===== src/rtl/bcd_pkg.sv =====
// Shared types and constants for the sequential binary-to-BCD converter.
package bcd_pkg;

  typedef enum logic [1:0] {IDLE, LOAD, CONVERT, DONE} state_t;

  localparam logic [3:0] ERR_NIBBLE = 4'hE;
  localparam logic [3:0] SAT_NIBBLE = 4'h9;

  // Largest value representable in the given number of decimal digits.
  function automatic longint unsigned max_decimal(input int digits);
    longint unsigned v;
    v = 1;
    for (int i = 0; i < digits; i++) v = v * 10;
    return v - 1;
  endfunction

endpackage


===== src/rtl/bcd_add3.sv =====
// Double-dabble nibble corrector: adds 3 to any digit of 5 or more before the shift.
module bcd_add3 (
  input  logic [3:0] nibble,
  output logic [3:0] corrected
);

  assign corrected = (nibble >= 4'd5) ? nibble + 4'd3 : nibble;

endmodule


===== src/rtl/bin_to_bcd_seq.sv =====
// Sequential double-dabble converter, one shift-and-correct step per clock.
// Build macro BCD_SATURATE_EN: overflow shows 999999 instead of the EEEEEE error pattern.
module bin_to_bcd_seq
  import bcd_pkg::*;
#(
  parameter int BIN_W  = 20,
  parameter int DIGITS = 6
) (
  input  logic                  clock,
  input  logic                  reset,
  input  logic                  start,
  input  logic [BIN_W-1:0]      bin_in,
  output logic                  busy,
  output logic                  done,
  output logic [4*DIGITS-1:0]   bcd_out,
  output logic                  overflow
);

  localparam int BCD_W  = 4 * DIGITS;
  localparam int ITER_W = $clog2(BIN_W + 1);
  localparam logic [BIN_W-1:0] MAX_VAL = BIN_W'(max_decimal(DIGITS));
`ifdef BCD_SATURATE_EN
  localparam logic [3:0] FILL_NIBBLE = SAT_NIBBLE;
`else
  localparam logic [3:0] FILL_NIBBLE = ERR_NIBBLE;
`endif
  localparam logic [BCD_W-1:0] OVF_PATTERN = {DIGITS{FILL_NIBBLE}};

  state_t              state;
  logic [BIN_W-1:0]    operand;
  logic                ovf_cap;
  logic [BIN_W-1:0]    bin_sr;
  logic [BCD_W-1:0]    bcd_sr;
  logic [BCD_W-1:0]    corr;
  logic [ITER_W-1:0]   iter;

  for (genvar g = 0; g < DIGITS; g++) begin : g_add3
    bcd_add3 u_add3 (
      .nibble    (bcd_sr[4*g +: 4]),
      .corrected (corr[4*g +: 4])
    );
  end

  always_ff @(posedge clock or negedge reset) begin
    if (!reset) begin
      state    <= IDLE;
      operand  <= '0;
      ovf_cap  <= 1'b0;
      bin_sr   <= '0;
      bcd_sr   <= '0;
      iter     <= '0;
      busy     <= 1'b0;
      done     <= 1'b0;
      bcd_out  <= '0;
      overflow <= 1'b0;
    end else begin
      done <= 1'b0;
      case (state)
        IDLE: begin
          if (start) begin
            operand <= bin_in;
            ovf_cap <= (bin_in > MAX_VAL);
            state   <= LOAD;
          end
        end
        LOAD: begin
          bcd_sr <= '0;
          bin_sr <= operand;
          iter   <= '0;
          busy   <= 1'b1;
          state  <= CONVERT;
        end
        CONVERT: begin
          // Correction feeds the shift in the same cycle; top bit falls off only on overflow.
          {bcd_sr, bin_sr} <= {corr, bin_sr} << 1;
          iter <= iter + 1'b1;
          if (iter == ITER_W'(BIN_W - 1)) state <= DONE;
        end
        DONE: begin
          bcd_out  <= ovf_cap ? OVF_PATTERN : bcd_sr;
          overflow <= ovf_cap;
          done     <= 1'b1;
          busy     <= 1'b0;
          state    <= IDLE;
        end
        default: state <= IDLE;
      endcase
    end
  end

endmodule


===== config.mk =====
export PLATFORM = sky130hd
export DESIGN_NAME = bin_to_bcd_seq
export DESIGN_NICKNAME = d
export VERILOG_FILES = /design/src/rtl/bcd_pkg.sv /design/src/rtl/bcd_add3.sv /design/src/rtl/bin_to_bcd_seq.sv
export SDC_FILE = /design/constraint.sdc
export NUM_CORES = 1
export LEC_CHECK = 0
export BUFFER_PORTS_ARGS = -buffer_cell sky130_fd_sc_hd__buf_4
export CAP_MARGIN = 40
export CORE_ASPECT_RATIO = 1.5
export CORE_UTILIZATION = 60
export CTS_CLUSTER_DIAMETER = 60
export DETAILED_ROUTE_END_ITERATION = 12
export GPL_TIMING_DRIVEN = 0
export PLACE_DENSITY = 0.81
export SETUP_SLACK_MARGIN = 0.02
export SYNTH_ARGS = -nofsm -noshare
export SYNTH_HDL_FRONTEND = slang
export SYNTH_SLANG_ARGS = --single-unit

===== constraint.sdc =====
create_clock -name clock -period 3.2 [get_ports clock]
set_clock_uncertainty 0.15 [all_clocks]
set_input_delay 0.16 -clock clock [delete_from_list [all_inputs] [get_ports clock]]
set_output_delay 0.16 -clock clock [all_outputs]
set_load 0.02 [all_outputs]

==> flow_metrics.py <==
metrics = {
    "min_path": {
        "hold_end": "state[0]$_DFFE_PN0P_",
        "whs_path_depth": 3,
        "min_from": "start",
        "min_path_type": "in -> reg",
    },
    "clock_tree": {
        "hold_buffers": 21,
        "insertion_delay_ps": 370,
        "tritoncts": "done",
        "cts_resized": 0,
        "h-tree-depth": 3,
        "cts.reportedPaths.clkPinSlew_ps": 90,
        "post_cts_buffers": 0,
        "numCtsBuffers": 9,
        "numClockSinks": 99,
        "cts_root_buf": "clkbuf_8",
        "clockBufferDepth": 2,
    },
    "floorplanning": {
        "die_area_um2": 7972,
        "core_um2": 7322,
        "floorplan.initialDensity": 0.6237,
        "rows": 38,
        "ioPinCount": 50,
        "die_w_um": 73.24,
        "dieHeight_um": 108.9,
    },
    "timing": {
        "hold_slack_ps": 88.03,
        "setup-tns-final_ps": 0,
        "rsz0062_at_grt": "no",
        "relSlewSlack": 0.6378,
        "hold_viol_final": 0,
        "period_share": 0.6418,
        "slew_viol_final": 0,
        "tightest_slew_ps": 543.3,
        "period_minus_slack_ps": 2054,
        "setup_viol": 0,
        "fmax_mhz": 486.9,
    },
    "synth": {
        "synthAdderAreaFrac": 0.04932,
        "synth_area_um2": 4567,
        "yosys.area_share.simple": 0.1129,
        "synth_edf_count": 0,
        "async_flop_share": 1.000,
        "yosys_most_used_dff": "dfrtp_1",
        "avgSynthCellArea_um2": 10.50,
        "ys.warnings.count": 0,
        "syn_inst": 435,
        "synth_compound_area_frac": 0.1271,
        "synth-xor-area-share": 0.02110,
        "syn_nets": 476,
        "synth_top_family_by_area": "compound AO/OA/AOI/OAI gates",
        "ys_ff_latch": 99,
        "yosysSeqAreaShare": 0.5425,
        "muxShareOfSynthArea": 0.09562,
        "synth_cell_types": 30,
    },
    "power": {
        "p_sw_uw": 1992,
        "p_seq_frac": 0.398,
        "vdd_drop_max_uv": 616.0,
        "p_leak_uw": 0.002451,
        "p_int_uw": 2951,
        "swShare": 0.4029,
        "fin_total_pwr_uw": 4943,
        "power.density_nw_per_um2": 902.6,
        "p_clk_frac": 0.149,
        "pwr-share-comb": 0.453,
    },
    "cells_and_area": {
        "finalNonFillerCells": 621,
        "area_delta_synth_final_pct": 19.92,
        "fin_area_um2": 5477,
        "finalNetCount": 558,
        "diodes": 0,
        "drive_above_1_share": 0.1939,
    },
    "worst_setup_path": {
        "ff2ff_setup_slack_ps": 1150,
        "start_kind": "flip-flop",
        "crit_required_ps": 3340,
        "reg2reg_depth": 7,
        "cp.arrival_ps": 2190,
        "crit_path_max_fanout": 10,
        "r2r-start": "state[0]$_DFFE_PN0P_",
        "setup.worst_path.class": "reg -> reg",
        "r2r_end": "iter[3]$_DFFE_PN0P_",
        "end_kind": "flip-flop",
    },
    "global_route": {
        "grt_pass1_vias": 3555,
        "grt_overflow": 0,
        "grt_max_degree": 61,
        "grt_pass1_wl_um": 16150,
        "antenna_found_initial": 0,
        "grt_use_total": 0.2706,
    },
    "route": {
        "detail_route.first_pass.iterations": 5,
        "drt_iter0_markers": 179,
        "wirelength_um": 9541,
        "drcViolationCount": 0,
        "viasPerCell": 5.586,
        "vias": 3469,
        "wl_met3_um": 294,
        "ant_nets": 0,
        "topRoutingLayerUsed": "met4",
        "wl_per_cell_um": 15.36,
        "met2_length_um": 5278,
        "route.layer.met1.wl_um": 3672,
    },
    "placement": {
        "place_area_um2": 5087,
        "portBuffers": 49,
        "dpl.cell_count": 585,
        "dp_hpwl_um": 6647,
        "place.gp.congestion": 0.8343,
    },
    "job": {
        "cap_viol_max_count": 0,
    },
    "status": {
        "status": "complete, no violations",
    },
}
worst max path at each step:
stage | startpoint | to | slack, ps
finish | state[0]$_DFFE_PN0P_ | iter[3]$_DFFE_PN0P_ | 1150
global route | state[0]$_DFFE_PN0P_ | iter[3]$_DFFE_PN0P_ | 900
CTS | state[0]$_DFFE_PN0P_ | iter[3]$_DFFE_PN0P_ | 1160
detailed placement | state[0]$_DFFE_PN0P_ | iter[3]$_DFFE_PN0P_ | 1190
global placement | state[0]$_DFFE_PN0P_ | iter[3]$_DFFE_PN0P_ | 1230
floorplan | state[0]$_DFFE_PN0P_ | bcd_sr[12]$_DFFE_PN0P_ | 1560
state kept, by name, indices dropped and copies added, names as in the netlist:
register / count
iter: 5
state: 2
done: 1
operand: 20
overflow: 1
ovf_cap: 1
bcd_out: 24
bcd_sr: 24
bin_sr: 20
busy: 1
critical path, stage by stage, from the launching register on:
cell and delay [ps]:
dfrtp_1 410, inv_1 100, ha_1 330, buf_4 190, clkinv_1 340, nor3_1 270, o21ai_0 110, o21ai_0 90
kinds of logic after synthesis:
kind of cell	count (synthesis)
AOI/OAI and AO/OA	103
buffers and inverters	55
muxes	41
xor gates and xnor gates	11
DFF	99
and+or+nand+nor	108
adders and majority gates	18
per-stage QoR:
step                      utilization  setup WS, ps
after floorplan                     -          1565
after global placement         0.6910          1231
after detailed placement       0.6948          1188
after CTS                      0.7479          1162
after global routing           0.7479         896.1
final                          0.7479          1146
layout make-up:
type / count / area [µm²]
inverter: 32 / 120.1
tap: 100 / 125.1
timing repair buffer: 71 / 605.6
multi-input combinational: 281 / 1854
clock inverter: 2 / 10.01
buffer: 23 / 115.1
fill: 538 / 1846
clock buffer: 13 / 168.9
sequential: 99 / 2477
placed cells by master (no fill, tap or decap), types with 6 or more instances in the layout:
| master | instances |
|---|---|
| o22ai_1 | 6 |
| nand3b_1 | 8 |
| nand2b_1 | 13 |
| dfrtp_1 | 99 |
| a22o_1 | 7 |
| and3_1 | 6 |
| a21oi_1 | 50 |
| inv_1 | 31 |
| dlygate4sd3_1 | 21 |
| ha_1 | 18 |
| buf_4 | 53 |
| nor3_1 | 8 |
| mux2_2 | 21 |
| xnor2_1 | 11 |
| buf_2 | 11 |
| mux2i_1 | 20 |
| o21ai_0 | 32 |
| clkbuf_1 | 9 |
| clkbuf_8 | 12 |
| nor2_1 | 58 |
cell usage after synthesis, types with 6 or more instances:
cell,instances,share of area
inv_1,31,0.025
and3_1,6,0.0082
nor3_1,8,0.0088
buf_2,11,0.012
ha_1,18,0.049
a21oi_1,50,0.055
xnor2_1,11,0.021
dfrtp_1,99,0.54
a22o_1,7,0.013
nand3b_1,8,0.013
mux2_2,21,0.052
o21ai_0,32,0.035
o22ai_1,6,0.0082
nand2b_1,13,0.018
clkbuf_1,8,0.0066
nor2_1,58,0.048
mux2i_1,20,0.044
routing by layer:
| layer | up-vias | track usage |
|---|---|---|
| met1 | 1699 | 0.3017 |
| met2 | 94 | 0.4888 |
| met4 | 0 | 0.1429 |
| met5 | - | 0 |
| li1 | 1651 | - |
| met3 | 25 | 0.03974 |
power groups by stage:
stage | Combinational (µW) | Sequential [µW] | Clock [µW]
6_report | 2240 | 1970 | 734
3_3_place_gp | 2120 | 1960 | 0
5_1_grt | 2460 | 2020 | 788
3_5_place_dp | 2220 | 1990 | 0
4_1_cts | 2250 | 1960 | 748
2_1_floorplan | 1360 | 2090 | 0
No activity file was read; power rests on OpenSTA's default activity.
